`src/rtl/dac_spi_frame_driver_if.sv`:
```
// Sample inputs and SPI/DAC control outputs of the DAC frame driver.
// master is the driver's view; slave is the view of whatever feeds and observes it.
interface dac_spi_frame_driver_if;
  logic [11:0] Va;
  logic [11:0] Vb;
  logic        start_enable;
  logic        SPI_SCK;
  logic        SPI_MOSI;
  logic        DAC_CS;
  logic        DAC_CLR;
  logic        dac_number;
  logic        frame_done;
  logic        busy;

  modport master (
    input  Va, Vb, start_enable,
    output SPI_SCK, SPI_MOSI, DAC_CS, DAC_CLR, dac_number, frame_done, busy
  );

  modport slave (
    output Va, Vb, start_enable,
    input  SPI_SCK, SPI_MOSI, DAC_CS, DAC_CLR, dac_number, frame_done, busy
  );
endinterface

```
`src/rtl/dac_spi_frame_driver.sv`:
```
// Serialises alternating channel A/B 12-bit samples into 32-bit write-and-update
// SPI frames for an LTC2624-style quad DAC.
module dac_spi_frame_driver #(
  parameter int unsigned SCK_HALF = 2,
  parameter int unsigned CS_GAP   = 4,
  parameter logic [3:0]  CMD      = 4'b0011,
  parameter logic [3:0]  ADDR_A   = 4'b0000,
  parameter logic [3:0]  ADDR_B   = 4'b0001
) (
  input logic                    CLK_50M,
  input logic                    RST,
  dac_spi_frame_driver_if.master bus
);

  localparam int unsigned DIV_W = (SCK_HALF > 1) ? $clog2(SCK_HALF) : 1;
  localparam int unsigned GAP_W = (CS_GAP > 1) ? $clog2(CS_GAP) : 1;
  localparam logic [DIV_W-1:0] DIV_LAST = DIV_W'(SCK_HALF - 1);
  localparam logic [GAP_W-1:0] GAP_LAST = GAP_W'(CS_GAP - 1);

  localparam logic [2:0] S_IDLE  = 3'd0;
  localparam logic [2:0] S_LOAD  = 3'd1;
  localparam logic [2:0] S_SHIFT = 3'd2;
  localparam logic [2:0] S_TAIL  = 3'd3;
  localparam logic [2:0] S_GAP   = 3'd4;

  logic [2:0]       state_q, state_d;
  logic [DIV_W-1:0] div_q, div_d;
  logic [GAP_W-1:0] gap_q, gap_d;
  logic [5:0]       bit_q, bit_d;
  logic [31:0]      shreg_q, shreg_d;
  logic             chan_q, chan_d;
  logic             sck_q, sck_d;
  logic             cs_q, cs_d;
  logic             clr_q, clr_d;
  logic             dacn_q, dacn_d;
  logic             done_q, done_d;
  logic             busy_q, busy_d;
  logic [31:0]      load_word;

  assign load_word = chan_q ? {8'h00, CMD, ADDR_B, bus.Vb, 4'h0}
                            : {8'h00, CMD, ADDR_A, bus.Va, 4'h0};

  // Next-state and next-output logic; MOSI is the shift register MSB, which
  // drains to zero after the last bit so the tail and gap idle low.
  always_comb begin
    state_d = state_q;
    div_d   = div_q;
    gap_d   = gap_q;
    bit_d   = bit_q;
    shreg_d = shreg_q;
    chan_d  = chan_q;
    sck_d   = sck_q;
    cs_d    = cs_q;
    clr_d   = 1'b1;
    dacn_d  = dacn_q;
    done_d  = 1'b0;
    busy_d  = busy_q;

    case (state_q)
      S_IDLE: begin
        if (bus.start_enable && clr_q) state_d = S_LOAD;
      end
      S_LOAD: begin
        shreg_d = load_word;
        cs_d    = 1'b0;
        busy_d  = 1'b1;
        sck_d   = 1'b0;
        div_d   = '0;
        bit_d   = '0;
        state_d = S_SHIFT;
      end
      S_SHIFT: begin
        if (div_q == DIV_LAST) begin
          div_d = '0;
          if (!sck_q) begin
            sck_d = 1'b1;
          end else begin
            // Falling SCK: present the next bit while the clock is low.
            sck_d   = 1'b0;
            shreg_d = {shreg_q[30:0], 1'b0};
            if (bit_q == 6'd31) state_d = S_TAIL;
            else                bit_d   = bit_q + 6'd1;
          end
        end else begin
          div_d = div_q + DIV_W'(1);
        end
      end
      S_TAIL: begin
        if (div_q == DIV_LAST) begin
          div_d   = '0;
          cs_d    = 1'b1;
          busy_d  = 1'b0;
          done_d  = 1'b1;
          dacn_d  = chan_q;
          chan_d  = ~chan_q;
          gap_d   = '0;
          state_d = S_GAP;
        end else begin
          div_d = div_q + DIV_W'(1);
        end
      end
      S_GAP: begin
        if (gap_q == GAP_LAST) state_d = S_IDLE;
        else                   gap_d   = gap_q + GAP_W'(1);
      end
      default: state_d = S_IDLE;
    endcase
  end

  always_ff @(posedge CLK_50M) begin
    if (RST) begin
      state_q <= S_IDLE;
      div_q   <= '0;
      gap_q   <= '0;
      bit_q   <= '0;
      shreg_q <= '0;
      chan_q  <= 1'b0;
      sck_q   <= 1'b0;
      cs_q    <= 1'b1;
      clr_q   <= 1'b0;
      dacn_q  <= 1'b0;
      done_q  <= 1'b0;
      busy_q  <= 1'b0;
    end else begin
      state_q <= state_d;
      div_q   <= div_d;
      gap_q   <= gap_d;
      bit_q   <= bit_d;
      shreg_q <= shreg_d;
      chan_q  <= chan_d;
      sck_q   <= sck_d;
      cs_q    <= cs_d;
      clr_q   <= clr_d;
      dacn_q  <= dacn_d;
      done_q  <= done_d;
      busy_q  <= busy_d;
    end
  end

  assign bus.SPI_SCK    = sck_q;
  assign bus.SPI_MOSI   = shreg_q[31];
  assign bus.DAC_CS     = cs_q;
  assign bus.DAC_CLR    = clr_q;
  assign bus.dac_number = dacn_q;
  assign bus.frame_done = done_q;
  assign bus.busy       = busy_q;

endmodule

```
`src/flat_wrapper.sv`:
```
// flat-port wrapper written by rule: the top's interface ports become plain ports
module dac_spi_frame_driver_flat 
#(
  parameter int unsigned SCK_HALF = 2,
  parameter int unsigned CS_GAP   = 4,
  parameter logic [3:0]  CMD      = 4'b0011,
  parameter logic [3:0]  ADDR_A   = 4'b0000,
  parameter logic [3:0]  ADDR_B   = 4'b0001
)
  (CLK_50M, RST, bus_Va, bus_Vb, bus_start_enable, bus_SPI_SCK, bus_SPI_MOSI, bus_DAC_CS, bus_DAC_CLR, bus_dac_number, bus_frame_done, bus_busy);
  dac_spi_frame_driver_if bus_i ();
  input logic CLK_50M;
  input logic RST;
  input wire logic [$bits(bus_i.Va)-1:0] bus_Va;
  input wire logic [$bits(bus_i.Vb)-1:0] bus_Vb;
  input wire logic [$bits(bus_i.start_enable)-1:0] bus_start_enable;
  output wire logic [$bits(bus_i.SPI_SCK)-1:0] bus_SPI_SCK;
  output wire logic [$bits(bus_i.SPI_MOSI)-1:0] bus_SPI_MOSI;
  output wire logic [$bits(bus_i.DAC_CS)-1:0] bus_DAC_CS;
  output wire logic [$bits(bus_i.DAC_CLR)-1:0] bus_DAC_CLR;
  output wire logic [$bits(bus_i.dac_number)-1:0] bus_dac_number;
  output wire logic [$bits(bus_i.frame_done)-1:0] bus_frame_done;
  output wire logic [$bits(bus_i.busy)-1:0] bus_busy;
  assign bus_i.Va = bus_Va;
  assign bus_i.Vb = bus_Vb;
  assign bus_i.start_enable = bus_start_enable;
  assign bus_SPI_SCK = bus_i.SPI_SCK;
  assign bus_SPI_MOSI = bus_i.SPI_MOSI;
  assign bus_DAC_CS = bus_i.DAC_CS;
  assign bus_DAC_CLR = bus_i.DAC_CLR;
  assign bus_dac_number = bus_i.dac_number;
  assign bus_frame_done = bus_i.frame_done;
  assign bus_busy = bus_i.busy;
  dac_spi_frame_driver #(.SCK_HALF(SCK_HALF), .CS_GAP(CS_GAP), .CMD(CMD), .ADDR_A(ADDR_A), .ADDR_B(ADDR_B)) u_core (.CLK_50M(CLK_50M), .RST(RST), .bus(bus_i));
endmodule
```
`config.mk`:
```
export PLATFORM = sky130hd
export DESIGN_NAME = dac_spi_frame_driver_flat
export DESIGN_NICKNAME = d
export VERILOG_FILES = /design/src/rtl/dac_spi_frame_driver_if.sv /design/src/rtl/dac_spi_frame_driver.sv /design/src/flat_wrapper.sv
export SDC_FILE = /design/constraint.sdc
export NUM_CORES = 1
export LEC_CHECK = 0
export BUFFER_PORTS_ARGS = -buffer_cell sky130_fd_sc_hd__buf_4
export CORE_MARGIN = 2
export CORE_UTILIZATION = 50
export DETAILED_ROUTE_END_ITERATION = 8
export PLACE_DENSITY = 0.75
export RECOVER_POWER = 25
export SETUP_SLACK_MARGIN = 0.15
export SLEW_MARGIN = 5
export SYNTH_ARGS = -nofsm -noshare
export SYNTH_HDL_FRONTEND = slang
export SYNTH_SLANG_ARGS = --single-unit
```
`constraint.sdc`:
```
create_clock -name CLK_50M -period 1.3 [get_ports CLK_50M]
set_input_delay 0.26 -clock CLK_50M [delete_from_list [all_inputs] [get_ports CLK_50M]]
set_output_delay 0.26 -clock CLK_50M [all_outputs]
set_load 0.01 [all_outputs]
```
==> results.toml, run 1 <==
[critical_path]
cp-start-kind = "register"
crit_arrival_ns = 1.60
timing.rr.end = "u_core.bit_q[3]$_SDFFE_PP0P_"
cp_slowest_cell = "sky130_fd_sc_hd__or3b_4"
path_max_fanout = 5
critPathKind = "reg -> reg"
worst-r2r-setup-slack_ns = -0.06
crit_path_cell_count = 5
worst_r2r_path_depth = 5
cp_top_family = "simple AND/OR/NAND/NOR gates"
critical_path.endpoint_type = "register"
cp_cell_sequence = "or3b_4 -> buf_6 -> a41oi_2 -> o211ai_1 -> o21ai_1"
crit_buf_inv = 1
reg2reg_from = "u_core.state_q[1]$_SDFFE_PP0P_"
slowest_delay_ns = 0.42
cp.required_ns = 1.54

[clock_network]
clock_sink_count = 47
insertion_delay_ns = 0.31
clkTransAtPathRegs_ns = 0.09
root_buffer = "sky130_fd_sc_hd__clkbuf_8"
cts_inserted_buffers = 5
cts-htree-levels = 2
cts_max_path_buffers = 2
cts_tree = "built"

[floorplanning]
chipWidth_um = 69.3
chipHeight_um = 69.3
fp.coreArea_um2 = 4060
floorplan.initialDensity_pct = 52.6
placement_rows = 23
design.die.area_um2 = 4810
design.portCount = 34

[global_route]
number_of_global_route_vias_before_repair = 1759
grt_start_max_net_pins = 16
global_route_usage_over_all_layers_pct = 19.9
number_of_antenna_violations_at_the_first_check_in_global_routing = 0
overflow = 0
grt_pass1_wl_um = 7710

[routing]
final_antenna_net_count = 0
vias_per_cell = 5.60
drt-pass1-iter-count = 4
drc = 0
vias = 1858
wl_per_cell_um = 14.6
routed_wl_um = 4860
drt-initial-drc-count = 105

[synthesis]
synth-seq-area-share_pct = 44.1
synthCells = 225
ys_warn_count = 0
post_synth_instance_area_um2 = 2130
netlist-cell-type-count = 45
syn-mean-instance-area_um2 = 9.49
number_of_enable_flip_flop_cells_after_synthesis = 0
synth.net_count = 254
yosys_most_used_dff = "sky130_fd_sc_hd__dfxtp_1"
ffs_latches_synth = 47
synth_largest_type_area_fraction_pct = 44.1
synth_area_leader_cell = "sky130_fd_sc_hd__dfxtp_1"
synth_top_cells_by_area = "sky130_fd_sc_hd__dfxtp_1 (44%), sky130_fd_sc_hd__mux2i_1 (6.1%), sky130_fd_sc_hd__a22o_1 (5.3%), sky130_fd_sc_hd__nand2_1 (4.2%), sky130_fd_sc_hd__o211ai_2 (4.1%)"
ys_async_sr_fraction_pct = 0

[final_layout]
stdcell_count = 332
antenna-diode-count = 0
finish.instance_area_um2 = 2970
final_nets = 310
post_route_cells_drive_above_1_share_pct = 45.7
finish.utilization_pct = 73.2
area_growth_syn_to_layout_pct = 39.1
nFillCells = 295

[flow_run]
cap_violations = 0

[pwr]
irDropWorstVdd_mv = 0.719
leakage_nw = 1.15
power_density_over_the_cells_nw_per_um2 = 988

[timing]
grt_setup_unrepaired = "true"
maxClockFrequency_mhz = 734
fin_worst_hold_slack_ns = 0.278
tightestPinTransition_ns = 0.426
timing.final.crit_share_pct = 105
finalCriticalPeriod_ns = 1.36
setup_violations = 17
setup_tns_ns = -0.355
maxSlewHeadroom_pct = 71.6
fin_skew_ns = 0.00602
final.setup.worst_slack_ns = -0.0619
slew_violations = 0
hold_violation_total_from_the_final_report = 0

[placement]
placed_cell_area_um2 = 2620
place_congestion = 0.897
place.detailed.hpwl_um = 3090
dp.cells = 317
io_buffer_count = 33

[run_status]
outcome = "finished with violations"
violations = "negative setup slack"

[worst_hold_path]
timing.hold.worst.class = "in -> reg"
hold_path_end = "u_core.state_q[0]$_SDFFE_PP0P_"
timing.hold.worst.start = "bus_start_enable"
min_path_cells = 3
layer usage:
| metal | part of all wire, % | vias to the layer above | global-route usage, % |
|---|---|---|---|
| met5 | 0 | - | 0 |
| met4 | 1.6 | 0 | 9.15 |
| met3 | 3.9 | 11 | 5.09 |
| met2 | 50 | 42 | 35.0 |
| met1 | 44 | 879 | 22.5 |
| li1 | - | 926 | - |
cell usage in the layout, fill, tap and decap left out, types with 6 or more instances in the layout:
| cell type | Yosys | final |
|---|---|---|
| sky130_fd_sc_hd__buf_6 | 2 | 12 |
| sky130_fd_sc_hd__clkbuf_8 | 0 | 6 |
| sky130_fd_sc_hd__a22o_1 | 13 | 13 |
| sky130_fd_sc_hd__a21oi_1 | 13 | 9 |
| sky130_fd_sc_hd__dfxtp_1 | 47 | 38 |
| sky130_fd_sc_hd__a21oi_2 | 7 | 10 |
| sky130_fd_sc_hd__o211ai_1 | 6 | 6 |
| sky130_fd_sc_hd__mux2i_1 | 13 | 13 |
| sky130_fd_sc_hd__nand2_1 | 24 | 24 |
| sky130_fd_sc_hd__buf_4 | 4 | 48 |
| sky130_fd_sc_hd__dfxtp_2 | 0 | 6 |
| sky130_fd_sc_hd__o211ai_2 | 7 | 6 |
| sky130_fd_sc_hd__nor2_1 | 15 | 13 |
registers in the layout, indices dropped and copies added (netlist names), 2 cells and up:
signal	count
u_core.state_q	3
u_core.gap_q	2
u_core.bit_q	6
u_core.shreg_q	28
cells by family (layout without fill, tap and decap cells):
logic type      after synthesis  in the layout  synth area share, %
flops                        47             47                 44.1
mux                          14             14                 6.62
xor+xnor                      1              1                0.410
buf+inv                      20             77                 5.28
simple gates                 73             73                 17.9
fa+ha+maj                     2              2                 1.17
compound gates               68             68                 24.6
cells in the mapped netlist (2+ instances only):
cell type / number
sky130_fd_sc_hd__a31oi_1: 3
sky130_fd_sc_hd__inv_1: 2
sky130_fd_sc_hd__a311oi_1: 2
sky130_fd_sc_hd__nand2_1: 24
sky130_fd_sc_hd__nand2_2: 7
sky130_fd_sc_hd__a21oi_1: 13
sky130_fd_sc_hd__ha_1: 2
sky130_fd_sc_hd__buf_6: 2
sky130_fd_sc_hd__nand3_1: 4
sky130_fd_sc_hd__and2_1: 2
sky130_fd_sc_hd__nor4b_1: 2
sky130_fd_sc_hd__nor3_1: 5
sky130_fd_sc_hd__a22o_1: 13
sky130_fd_sc_hd__nor2_1: 15
sky130_fd_sc_hd__buf_4: 4
sky130_fd_sc_hd__a21oi_2: 7
sky130_fd_sc_hd__nand4b_1: 2
sky130_fd_sc_hd__buf_2: 6
sky130_fd_sc_hd__mux2i_1: 13
sky130_fd_sc_hd__dfxtp_1: 47
sky130_fd_sc_hd__o211ai_1: 6
sky130_fd_sc_hd__o21ai_0: 9
sky130_fd_sc_hd__clkbuf_1: 5
sky130_fd_sc_hd__nand4_1: 3
sky130_fd_sc_hd__o211ai_2: 7
power by group:
group          switching [W]  internal [W]
logic               0.000238      0.000227
registers          0.0000358       0.00148
clock network       0.000514      0.000436
tightest hold or removal path: stages:
cell                      delay [ns]
sky130_fd_sc_hd__buf_4          0.08
sky130_fd_sc_hd__a31oi_1        0.08
sky130_fd_sc_hd__a21oi_1        0.13
repair_timing:
item / in CTS / in global routing
cloned: 0 / 1
pin swaps: 9 / 8
setup endpoints to repair: 42 / 46
hold buffers: 0 / 0
gates resized for setup: 31 / 17
setup buffers: 5 / 1
metrics by stage:
step                      total power, W  setup slack, ns
after floorplan                  0.00180          -0.0290
after global placement           0.00193          -0.0375
after detailed placement         0.00194          -0.0626
after CTS                        0.00291          -0.0356
after global routing             0.00303           -0.120
final                            0.00293          -0.0619
area by class of cell:
cell class	count	area, µm²	area share, %
multi-input cells	158	1260	42.6
flip-flops and latches	47	960	32.3
repair buffers	66	573	19.3
clock buffers	6	82.6	2.78
well taps	50	62.6	2.11
clock inverters	2	15.0	0.506
inverters	3	11.3	0.379
worst max-delay path by stage:
stage	from	slack (ns)	endpoint
after floorplan	u_core.state_q[1]$_SDFFE_PP0P_	-0.03	u_core.shreg_q[5]$_SDFFE_PP0P_
after global placement	u_core.state_q[1]$_SDFFE_PP0P_	-0.04	u_core.shreg_q[5]$_SDFFE_PP0P_
after detailed placement	u_core.state_q[1]$_SDFFE_PP0P_	-0.06	u_core.shreg_q[5]$_SDFFE_PP0P_
after CTS	u_core.state_q[1]$_SDFFE_PP0P_	-0.04	u_core.shreg_q[5]$_SDFFE_PP0P_
after global routing	u_core.state_q[1]$_SDFFE_PP0P_	-0.12	u_core.shreg_q[8]$_SDFFE_PP0P_
final	u_core.state_q[1]$_SDFFE_PP0P_	-0.06	u_core.bit_q[3]$_SDFFE_PP0P_
Note: power is estimated with default switching activity, not from simulation.
==> run 2: changes to the inputs <==
--- a/config.mk
+++ b/config.mk
@@ -9,7 +9,7 @@
 export CORE_MARGIN = 2
 export CORE_UTILIZATION = 50
 export DETAILED_ROUTE_END_ITERATION = 8
-export PLACE_DENSITY = 0.75
+export PLACE_DENSITY = 0.73
 export RECOVER_POWER = 25
 export SETUP_SLACK_MARGIN = 0.15
 export SLEW_MARGIN = 5
==> results.toml, run 2 (synthesis results as in run 1) <==
[run_status]
outcome = "finished with violations"
violations = "negative setup slack"

[timing]
maxClockFrequency_mhz = 730
maxSlewHeadroom_pct = 62.2
setup_tns_ns = -0.403
hold_violation_total_from_the_final_report = 0
setup_violations = 20
fin_worst_hold_slack_ns = 0.278
finalCriticalPeriod_ns = 1.37
fin_skew_ns = 0.00452
tightestPinTransition_ns = 0.567
timing.final.crit_share_pct = 105
grt_setup_unrepaired = "true"
final.setup.worst_slack_ns = -0.0696
slew_violations = 0

[global_route]
grt_start_max_net_pins = 26
global_route_usage_over_all_layers_pct = 19.3
number_of_antenna_violations_at_the_first_check_in_global_routing = 0
number_of_global_route_vias_before_repair = 1665
grt_pass1_wl_um = 7640
overflow = 0

[final_layout]
layout_commonest_cell = "sky130_fd_sc_hd__buf_4"
stdcell_count = 327
top_library_cells_by_usage_in_the_layout_fill_and_taps_aside = "sky130_fd_sc_hd__buf_4 (45), sky130_fd_sc_hd__dfxtp_1 (38), sky130_fd_sc_hd__nand2_1 (24)"
post_route_cells_drive_above_1_share_pct = 41.5
max_reg_flops = 28
largestRegisters = "u_core.shreg_q (28), u_core.bit_q (6), u_core.state_q (3)"
antenna-diode-count = 0
regMostFlops = "u_core.shreg_q"
area_growth_syn_to_layout_pct = 36.1
combined_flip_flop_and_latch_cell_area_um2 = 960
final_nets = 305
nFillCells = 315
multi_input_comb_area_um2 = 1210

[routing]
vias_per_cell = 5.51
drt-initial-drc-count = 130
drt-pass1-iter-count = 4
routed_wl_um = 4570
final_antenna_net_count = 0
wl_per_cell_um = 14.0
vias = 1803
drc = 0

[placement]
dp.cells = 315
place.detailed.hpwl_um = 3140
dp_worst_setup_slack_ns = -0.0811
io_buffer_count = 33
place_congestion = 0.765

[critical_path]
crit_arrival_ns = 1.60
cp-start-kind = "register"
critPathKind = "reg -> reg"
cp_cell_sequence = "or3b_4 -> buf_4 -> a41oi_2 -> o211ai_1 -> o21ai_1"
worst-r2r-setup-slack_ns = -0.07
slowest_delay_ns = 0.41
reg2reg_from = "u_core.state_q[1]$_SDFFE_PP0P_"
timing.rr.end = "u_core.bit_q[3]$_SDFFE_PP0P_"
worst_r2r_path_depth = 5
cp_slowest_cell = "sky130_fd_sc_hd__or3b_4"
critical_path.endpoint_type = "register"
cp.required_ns = 1.53
path_max_fanout = 4

[clock_network]
cts-htree-levels = 2
cts_tree = "built"
insertion_delay_ns = 0.30
cts_inserted_buffers = 5
root_buffer = "sky130_fd_sc_hd__clkbuf_8"
cts_max_path_buffers = 2
clock_sink_count = 47
clkTransAtPathRegs_ns = 0.09

[floorplanning]
placement_rows = 23
chipWidth_um = 69.3
design.die.area_um2 = 4810
chipHeight_um = 69.3
floorplan.initialDensity_pct = 52.6
design.portCount = 34
fp.coreArea_um2 = 4060

[worst_hold_path]
timing.hold.worst.class = "in -> reg"
min_path_cells = 3
hold_path_end = "u_core.state_q[0]$_SDFFE_PP0P_"
timing.hold.worst.start = "bus_start_enable"

[pwr]
irDropWorstVdd_mv = 0.812
leakage_nw = 1.12
power_density_over_the_cells_nw_per_um2 = 1070

[flow_run]
cap_violations = 0
[run 2: stage by stage]
step	area (µm²)	total power (W)	util (%)
floorplan	2220	0.00180	-
global placement	2630	0.00193	64.8
detailed placement	2630	0.00194	64.8
CTS	2820	0.00310	69.4
global route	2910	0.00323	71.6
finish	2910	0.00311	71.6
[run 2: repair_timing]
action / 4_1_cts / 5_1_grt
gates resized for setup: 12 / 17
pin swaps: 1 / 7
cloned: 0 / 1
setup endpoints to repair: 43 / 45
setup buffers: 1 / 2
hold buffers: 0 / 0
[run 2: worst max-delay path: cells and delay by family (launching register included)]
kind	cells	cell delay, ns
and+or+nand+nor	1	0.41
AOI/OAI and AO/OA	3	0.34
DFF	1	0.38
buffers and inverters	1	0.17
[run 2: routing by layer]
layer | track usage (%) | vias up | wire length (µm)
met2 | 33.2 | 40 | 2330
li1 | - | 916 | -
met5 | 0 | - | 0
met3 | 4.51 | 7 | 174
met1 | 24.0 | 840 | 2020
met4 | 5.23 | 0 | 42
[run 2: worst max path at each step]
stage / slack (ns) / depth (start not counted) / start / to
final: -0.07 / 5 / u_core.state_q[1]$_SDFFE_PP0P_ / u_core.bit_q[3]$_SDFFE_PP0P_
after floorplan: -0.03 / 5 / u_core.state_q[1]$_SDFFE_PP0P_ / u_core.shreg_q[5]$_SDFFE_PP0P_
after CTS: -0.06 / 4 / u_core.state_q[1]$_SDFFE_PP0P_ / u_core.shreg_q[5]$_SDFFE_PP0P_
after global placement: -0.04 / 4 / u_core.state_q[0]$_SDFFE_PP0P_ / u_core.bit_q[4]$_SDFFE_PP0P_
after detailed placement: -0.08 / 4 / u_core.state_q[1]$_SDFFE_PP0P_ / u_core.bit_q[4]$_SDFFE_PP0P_
after global routing: -0.11 / 6 / u_core.state_q[1]$_SDFFE_PP0P_ / u_core.bit_q[5]$_SDFFE_PP0P_
[run 2: where the power goes]
group	internal (W)	switching (W)
logic	0.000206	0.000217
registers	0.00148	0.0000328
clock network	0.000691	0.000480
total	0.00238	0.000730
[run 2: layout make-up]
type	instances	area share, %
Clock inverter	1	1.03
Clock buffer	7	3.36
Sequential cell	47	33.0
Tap cell	50	2.15
Timing Repair Buffer	61	18.4
Multi-Input combinational cell	158	41.6
Inverter	3	0.388
==> run 3: changes to the inputs <==
--- a/config.mk
+++ b/config.mk
@@ -5,9 +5,10 @@
 export SDC_FILE = /design/constraint.sdc
 export NUM_CORES = 1
 export LEC_CHECK = 0
+export ABC_AREA = 1
 export BUFFER_PORTS_ARGS = -buffer_cell sky130_fd_sc_hd__buf_4
 export CORE_MARGIN = 2
-export CORE_UTILIZATION = 50
+export CORE_UTILIZATION = 51
 export DETAILED_ROUTE_END_ITERATION = 8
 export PLACE_DENSITY = 0.73
 export RECOVER_POWER = 25
==> results.toml, run 3 <==
[run_status]
outcome = "finished with violations"
violations = "negative setup slack"

[timing]
finalCriticalPeriod_ns = 1.33
maxClockFrequency_mhz = 751
setup_violations = 3
final.setup.worst_slack_ns = -0.0319
grt_setup_unrepaired = "true"
slew_violations = 0
timing.final.crit_share_pct = 102
fin_worst_hold_slack_ns = 0.177
setup_tns_ns = -0.0480
maxSlewHeadroom_pct = 71.7
hold_violation_total_from_the_final_report = 0
fin_skew_ns = 0.0108
tightestPinTransition_ns = 0.423

[final_layout]
regMostFlops = "u_core.shreg_q"
multi_input_comb_area_um2 = 1220
post_route_cells_drive_above_1_share_pct = 30.4
antenna-diode-count = 0
final_nets = 423
nFillCells = 367
area_growth_syn_to_layout_pct = 33.9
max_reg_flops = 28
top_library_cells_by_usage_in_the_layout_fill_and_taps_aside = "sky130_fd_sc_hd__nand2_1 (123), sky130_fd_sc_hd__buf_4 (61), sky130_fd_sc_hd__dfxtp_1 (41)"
stdcell_count = 447
layout_commonest_cell = "sky130_fd_sc_hd__nand2_1"
combined_flip_flop_and_latch_cell_area_um2 = 958
largestRegisters = "u_core.shreg_q (28), u_core.bit_q (6), u_core.state_q (3)"

[clock_network]
clkTransAtPathRegs_ns = 0.10
cts-htree-levels = 2
cts_tree = "built"
cts_inserted_buffers = 5
cts-hold-fix-buffers = 0
clock_sink_count = 47
insertion_delay_ns = 0.30
cts_max_path_buffers = 2
root_buffer = "sky130_fd_sc_hd__clkbuf_8"

[pwr]
power_density_over_the_cells_nw_per_um2 = 1820
totalPowerFinal_w = 0.00552
leakage_nw = 1.40
irDropWorstVdd_mv = 1.10

[flow_run]
cap_violations = 0

[routing]
vias = 2271
drc = 0
final_antenna_net_count = 0
wl_per_cell_um = 12.2
drt-pass1-iter-count = 4
routed_wl_um = 5470
vias_per_cell = 5.08
drt-initial-drc-count = 77

[critical_path]
critPathKind = "reg -> reg"
cp-start-kind = "register"
cp.required_ns = 1.54
path_max_fanout = 6
critical_path.endpoint_type = "register"
crit_arrival_ns = 1.57

[synthesis]
post_synth_most_frequent_cells = "sky130_fd_sc_hd__nand2_1 (128), sky130_fd_sc_hd__dfxtp_1 (47), sky130_fd_sc_hd__nand3_1 (29)"
post_synth_instance_area_um2 = 2260
netlist-cell-type-count = 28
synth_top_cells_by_area = "sky130_fd_sc_hd__dfxtp_1 (42%), sky130_fd_sc_hd__nand2_1 (21%), sky130_fd_sc_hd__nand3_1 (6.4%), sky130_fd_sc_hd__a21oi_1 (4.6%), sky130_fd_sc_hd__nor2_1 (4.5%)"
synth-seq-area-share_pct = 41.5
synthCells = 332
ffs_latches_synth = 47
synth_largest_type_area_fraction_pct = 41.5
synth.net_count = 361
ys_warn_count = 0
most_frequently_used_cell_type_in_the_post_synthesis_netlist = "sky130_fd_sc_hd__nand2_1"
synth_area_leader_cell = "sky130_fd_sc_hd__dfxtp_1"
number_of_enable_flip_flop_cells_after_synthesis = 0
yosys_most_used_dff = "sky130_fd_sc_hd__dfxtp_1"
ys_async_sr_fraction_pct = 0
syn-mean-instance-area_um2 = 6.82

[floorplanning]
floorplan.initialDensity_pct = 52.4
fp.coreArea_um2 = 4320
chipHeight_um = 70.6
design.die.area_um2 = 4990
chipWidth_um = 70.6
design.portCount = 34
placement_rows = 24

[global_route]
grt_start_max_net_pins = 19
global_route_usage_over_all_layers_pct = 22.1
number_of_antenna_violations_at_the_first_check_in_global_routing = 0
overflow = 0
grt_pass1_wl_um = 9100
number_of_global_route_vias_before_repair = 2157

[placement]
dp.cells = 429
place_congestion = 0.883
io_buffer_count = 33
place.detailed.hpwl_um = 3770

[worst_hold_path]
timing.hold.worst.class = "in -> reg"
-- run 3: cells by family (layout without fill, tap and decap cells) --
logic type	Yosys count	in the layout	share of synthesized area [%]
buffers and inverters	38	101	8.84
and+or+nand+nor	199	199	37.8
DFF	47	47	41.5
AOI/OAI and AO/OA	45	45	10.3
xor gates and xnor gates	1	1	0.387
adders and majority gates	2	2	1.10
-- run 3: what timing repair did --
action	CTS	global route
pin swaps	4	3
endpoints found under the setup margin	44	45
setup buffers	6	4
resized for setup	19	26
-- run 3: layout make-up --
type	instances	area share (%)
Tap cell	52	2.15
Clock buffer	5	2.27
Sequential cell	47	31.6
Clock inverter	3	1.57
Multi-Input combinational cell	247	40.4
Inverter	21	2.68
Timing Repair Buffer	72	19.4
-- run 3: metrics by stage --
| step | worst slack [ns] | area (µm²) | utilization [%] |
|---|---|---|---|
| final | -0.0319 | 3030 | 70.1 |
| after global routing | -0.142 | 3030 | 70.1 |
| after detailed placement | -0.0332 | 2710 | 62.6 |
| after global placement | 0.0270 | 2710 | 62.6 |
| after floorplan | 0.0633 | 2300 | - |
| after CTS | 0.0236 | 2940 | 67.9 |
-- run 3: per-layer routing --
metal | vias up | wire length [µm] | share of wire, % | track usage (%)
li1 | 1187 | - | - | -
met1 | 1048 | 2610 | 48 | 27.7
met2 | 32 | 2690 | 49 | 39.1
met3 | 4 | 142 | 2.6 | 4.42
met4 | 0 | 28 | 0.51 | 5.24
met5 | - | 0 | 0 | 0
-- run 3: power breakdown --
group / switching [W] / internal, W / leakage (nW)
logic: 0.00137 / 0.00113 / 0.958
clock network: 0.000527 / 0.000583 / 0.0587
registers: 0.000183 / 0.00173 / 0.385
-- run 3: path summary, 6_finish.rpt --
path | slack [ns] | from | endpoint | cells after the start
min reg2reg | 0.45 | u_core.shreg_q[26]$_SDFFE_PP0P_ | u_core.shreg_q[27]$_SDFFE_PP0P_ | 2
max | -0.03 | u_core.state_q[2]$_SDFFE_PP0P_ | u_core.bit_q[0]$_SDFFE_PP0P_ | 8
max reg2reg | -0.03 | u_core.state_q[2]$_SDFFE_PP0P_ | u_core.bit_q[0]$_SDFFE_PP0P_ | 8
min | 0.18 | RST | u_core.gap_q[1]$_SDFFE_PP0P_ | 2
-- run 3: worst max-delay path, stage by stage, from the launching register on --
cell and delay [ns]:
sky130_fd_sc_hd__dfxtp_2 0.35, sky130_fd_sc_hd__inv_1 0.16, sky130_fd_sc_hd__nand3_2 0.14, sky130_fd_sc_hd__nand2_4 0.12
sky130_fd_sc_hd__nand2_4 0.09, sky130_fd_sc_hd__buf_4 0.15, sky130_fd_sc_hd__nor2_2 0.12, sky130_fd_sc_hd__nor2_1 0.05
sky130_fd_sc_hd__nor2_1 0.10
